[config.mk]
export PLATFORM = sky130hd
export DESIGN_NAME = ifid_skid_queue
export DESIGN_NICKNAME = d
export VERILOG_FILES = /design/src/rtl/ifid_skid_queue_pkg.sv /design/src/rtl/ifid_skid_queue_ptr_ctrl.sv /design/src/rtl/ifid_skid_queue.sv
export SDC_FILE = /design/constraint.sdc
export NUM_CORES = 1
export LEC_CHECK = 0
export ABC_AREA = 0
export CORE_MARGIN = 1
export CORE_UTILIZATION = 44
export DETAILED_ROUTE_END_ITERATION = 7
export PLACE_DENSITY_LB_ADDON = 0.1
export SYNTH_ARGS = -nofsm -noshare
export SYNTH_HDL_FRONTEND = slang
export SYNTH_HIERARCHICAL = 1
export SYNTH_SLANG_ARGS = --single-unit
[constraint.sdc]
create_clock -name clk -period 5.25 [get_ports clk]
set_input_delay 1.3125 -clock clk [delete_from_list [all_inputs] [get_ports clk]]
set_output_delay 1.3125 -clock clk [all_outputs]
set_load 0.1 [all_outputs]
[src/rtl/ifid_skid_queue_pkg.sv]
// ifid_skid_queue_pkg: shared IF/ID constants and the queue entry type
package ifid_skid_queue_pkg;

    localparam int dw = 64;
    localparam logic [31:0] NOP_INST = 32'h0000_0013;

    typedef struct packed {
        logic [dw-1:0] pc;
        logic [31:0]   inst;
        logic          fault;
    } ifid_entry_t;

endpackage

[src/rtl/ifid_skid_queue_ptr_ctrl.sv]
// ifid_ptr_ctrl: read/write pointers, occupancy count and registered f_ready
module ifid_ptr_ctrl
    import ifid_skid_queue_pkg::*;
#(
    parameter int DEPTH = 2,
    parameter int PW    = (DEPTH > 1) ? $clog2(DEPTH) : 1,
    parameter int CW    = $clog2(DEPTH + 1)
) (
    input  logic          clk,
    input  logic          rst,
    input  logic          f_valid,
    input  logic          d_ready,
    input  logic          flush,
    output logic          f_ready,
    output logic          enq,
    output logic [PW-1:0] wr_ptr,
    output logic [PW-1:0] rd_ptr,
    output logic [CW-1:0] count
);

    logic          deq;
    logic [CW-1:0] count_next;

    function automatic logic [PW-1:0] wrap_inc(input logic [PW-1:0] p);
        return (p == PW'(DEPTH - 1)) ? '0 : p + PW'(1);
    endfunction

    // flush drops a same-cycle enqueue; a same-cycle dequeue is simply absorbed
    assign enq = f_valid & f_ready & ~flush;
    assign deq = (count != '0) & d_ready;

    always_comb count_next = flush ? '0 : count + CW'(enq) - CW'(deq);

    always_ff @(posedge clk or negedge rst) begin
        if (!rst) begin
            wr_ptr  <= '0;
            rd_ptr  <= '0;
            count   <= '0;
            f_ready <= 1'b1;
        end else begin
            wr_ptr  <= flush ? '0 : (enq ? wrap_inc(wr_ptr) : wr_ptr);
            rd_ptr  <= flush ? '0 : (deq ? wrap_inc(rd_ptr) : rd_ptr);
            count   <= count_next;
            f_ready <= count_next < CW'(DEPTH);
        end
    end

endmodule

[src/rtl/ifid_skid_queue.sv]
// ifid_skid_queue: DEPTH-entry IF/ID valid/ready queue with registered f_ready
// Defining IFID_PERF_EN adds saturating stall/full/flush performance counters
module ifid_skid_queue
    import ifid_skid_queue_pkg::*;
#(
    parameter int XLEN  = 64,
    parameter int ILEN  = 32,
    parameter int DEPTH = 2
) (
    input  logic            clk,
    input  logic            rst,
    input  logic            f_valid,
    output logic            f_ready,
    input  logic [XLEN-1:0] f_pc,
    input  logic [ILEN-1:0] f_inst,
    input  logic            f_fault,
    output logic            d_valid,
    input  logic            d_ready,
    output logic [XLEN-1:0] d_pc,
    output logic [ILEN-1:0] d_inst,
    output logic            d_fault,
    input  logic            flush
`ifdef IFID_PERF_EN
    ,
    output logic [31:0]     perf_stall,
    output logic [31:0]     perf_full,
    output logic [31:0]     perf_flush
`endif
);

    localparam int PW = (DEPTH > 1) ? $clog2(DEPTH) : 1;
    localparam int CW = $clog2(DEPTH + 1);

    logic          enq;
    logic [PW-1:0] wr_ptr;
    logic [PW-1:0] rd_ptr;
    logic [CW-1:0] count;
    ifid_entry_t   mem [DEPTH];
    ifid_entry_t   head;

    ifid_ptr_ctrl #(.DEPTH(DEPTH), .PW(PW), .CW(CW)) u_ptr (
        .clk     (clk),
        .rst     (rst),
        .f_valid (f_valid),
        .d_ready (d_ready),
        .flush   (flush),
        .f_ready (f_ready),
        .enq     (enq),
        .wr_ptr  (wr_ptr),
        .rd_ptr  (rd_ptr),
        .count   (count)
    );

    // storage is intentionally unreset; only slots covered by count are ever shown
    always_ff @(posedge clk) begin
        if (enq) mem[wr_ptr] <= '{pc: dw'(f_pc), inst: 32'(f_inst), fault: f_fault};
    end

    assign head    = mem[rd_ptr];
    assign d_valid = count != '0;
    assign d_pc    = d_valid ? head.pc[XLEN-1:0] : '0;
    assign d_inst  = d_valid ? head.inst[ILEN-1:0] : ILEN'(NOP_INST);
    assign d_fault = d_valid & head.fault;

`ifdef IFID_PERF_EN
    function automatic logic [31:0] sat_inc(input logic [31:0] v, input logic hit);
        return (hit && v != '1) ? v + 32'd1 : v;
    endfunction

    always_ff @(posedge clk or negedge rst) begin
        if (!rst) begin
            perf_stall <= '0;
            perf_full  <= '0;
            perf_flush <= '0;
        end else begin
            perf_stall <= sat_inc(perf_stall, d_valid & ~d_ready);
            perf_full  <= sat_inc(perf_full, count == CW'(DEPTH));
            perf_flush <= sat_inc(perf_flush, flush & d_valid);
        end
    end
`endif

endmodule

==> impl_metrics.csv <==
group,metric,value,unit
status,status,"complete, no violations",
clock_network,clk_pin_slew,0.06,ns
routing,wl_met2,7130,um
grt,grt_pass1_vias,4206,
critical_path,r2r_start,"u_ptr/f_ready",
grt,antenna_found_initial,0,
timing,worst_pin_slew,1.17,ns
synth,synth_seq_cells,199,
critical_path,rr_worst_depth,4,
synth,yosys.area.top_type,"edfxtp_1",
routing,dr_wl_met3,1120,um
critical_path,worstSetupEndpointType,"output pin",
layout,diodes,0,
place,numPortBuffers,200,
routing,post-route-drc-count,0,
die,num_rows,47,
synth,synth-warning-count,6,
synth,synth.top_cell.area_share,76.6,%
clock_network,cts.sinks,199,
timing,final.setup.tns,0,ns
timing,setup_viol_count_final,0,
routing,wl_met1,6200,um
place,hpwl,9430,um
routing,ant_nets,0,
die,die_w,134,um
hold_path,min_to,"u_ptr/wr_ptr",
layout,drive_above_1_share,15.4,%
routing,first_pass_iters,5,
routing,top_layer,"met4",
layout,syn_to_final_growth,34.7,%
clock_network,ctsLongestPathBuffers,2,
clock_network,cts_root_buf,"clkbuf_16",
synth,synthesis.instances,437,
critical_path,crit_path_start_kind,"register",
hold_path,hold_class,"reg2reg",
critical_path,rrSetupSlack,2.90,ns
routing,wire_per_inst,16.7,um
layout,instances_no_fill,876,
routing,dr_total_vias,4210,
timing,fin_skew,0.00727,ns
critical_path,critPathKind,"reg2out",
synth,yosys-top-cells-area,"edfxtp_1 (77%), mux2i_1 (13%), nor2_1 (4.8%), dfrtp_1 (1.3%), buf_8 (0.79%)",
timing,setup_slack,0.750,ns
run,maxCapViolations,0,
timing,fin_crit_sh,85.7,%
clock_network,cts_tree,"built",
grt,grtUsageTotal,16.8,%
hold_path,min_from,"u_ptr/f_ready",
synth,synth_cell_types,22,
critical_path,startpoint,"u_ptr/rd_ptr",
timing,max_freq,222,MHz
synth,synthesis.area,7610,um^2
clock_network,post_cts_buffers,0,
timing,hold_viol,0,
synth,synth_sequential_area_ratio,78.2,%
die,start_util,45.4,%
clock_network,cts_htree_levels,4,
clock_network,cts_hold_buf,0,
hold_path,hold_depth,2,
routing,drtIter0Drc,244,
critical_path,required,3.94,ns
timing,period_needed,4.50,ns
grt,overflow,0,
die,io_pins,201,
grt,grt_max_degree,65,
critical_path,regToRegEndpoint,"mem[0][46]",
timing,relSlewSlack,22.2,%
routing,wl,14600,um
place,placed_cell_area,9680,um^2
place,dp_slack,1.20,ns
layout,stdcell_area,10300,um^2
critical_path,arrival,3.19,ns
clock_network,clk_latency,0.42,ns
layout,fin_nets,747,
timing,rsz0062_at_grt,"no",
timing,drv_slew,0,
place,gp_congestion,0.718,
synth,syn_nets,541,
routing,avgViaCountPerCell,4.81,
place,placedCellCount,844,
die,core_area,16800,um^2
grt,grt_pass1_wl,22200,um
synth,avgSynthCellArea,17.4,um^2
clock_network,cts_resized,0,
die,die_y,134,um
critical_path,cp_max_fo,64,
die,dieArea,17800,um^2
clock_network,cts_buffers,17,
## cell families (layout without fill, tap and decap cells)
logic type	count (synthesis)	after routing	synth area share [%]
mux	100	100	13.2
buf+inv	24	243	2.22
flops	199	199	78.2
fa+ha+maj	2	2	0.329
compound gates	3	3	0.296
xor+xnor	1	1	0.115
simple gates	108	108	5.57
## how the worst max path moves through the flow
stage	to	cells after the start	slack (ns)
after CTS	d_pc[61]	3	0.72
after floorplan	mem[0][0]	3	0.74
after global placement	d_pc[61]	3	1.19
after global routing	d_pc[31]	3	0.60
after detailed placement	d_pc[61]	3	1.20
final	d_pc[53]	3	0.75
## per-layer routing
layer	up-vias	track usage, %
met5	-	0
met4	0	5.87
met3	14	5.97
met2	143	27.4
met1	2015	20.7
li1	2038	-
## critical path, stage by stage (launching register included)
cell	delay, ns
dfrtp_4	1.15
mux2i_1	0.17
nor2_1	0.18
clkdlybuf4s50_1	1.16
## Yosys cell counts
master      n
mux2_1      1
buf_4       7
a21oi_1     1
nor2b_1     4
nor2_2      1
nand2_1     4
o21a_1      1
a21bo_2     1
inv_1       3
ha_1        2
edfxtp_1  194
buf_2       6
mux2i_1    98
clkbuf_1    4
buf_8       4
mux2_4      1
dfrtp_1     4
nand3b_1    1
dfstp_2     1
and2_1      1
nor2_1     97
xnor2_1     1
## metrics by stage
stage,utilization (%),hold slack [ns]
global route,61.2,0.603
detailed placement,57.7,0.552
global placement,57.7,0.542
CTS,61.2,0.564
floorplan,-,0.548
finish,61.2,0.568
## placed cells by master, fill, tap and decap left out, drive strengths merged
cell type and n:
edfxtp 194, clkdlybuf4s50 143, mux2i 98, nor2 98, buf 65, clkbuf 17, clkinvlp 7, inv 6
nand2 4, nor2b 4, dfrtp 4, clkinv 3, bufinv 2, ha 2, mux2 2, and2 1
o21a 1, xnor2 1, a21bo 1, nand3b 1, a21oi 1, dfstp 1
## flip-flops by register name, indices dropped and copies added (netlist names)
name / cells
u_ptr/wr_ptr: 1
u_ptr/rd_ptr: 1
u_ptr/count: 2
u_ptr/f_ready: 1
mem: 194
## cell type report
cell class / count / area, um^2
fillers: 1279 / 6510
flip-flops and latches: 199 / 5960
repair buffers: 208 / 1930
multi-input cells: 214 / 1500
clock buffers: 17 / 425
well taps: 220 / 275
clock inverters: 15 / 150
inverters: 3 / 11.3
Power is left out: the tool's default activity adds up to more than one toggle a clock period on the data nets, which glitch-free logic cannot reach.
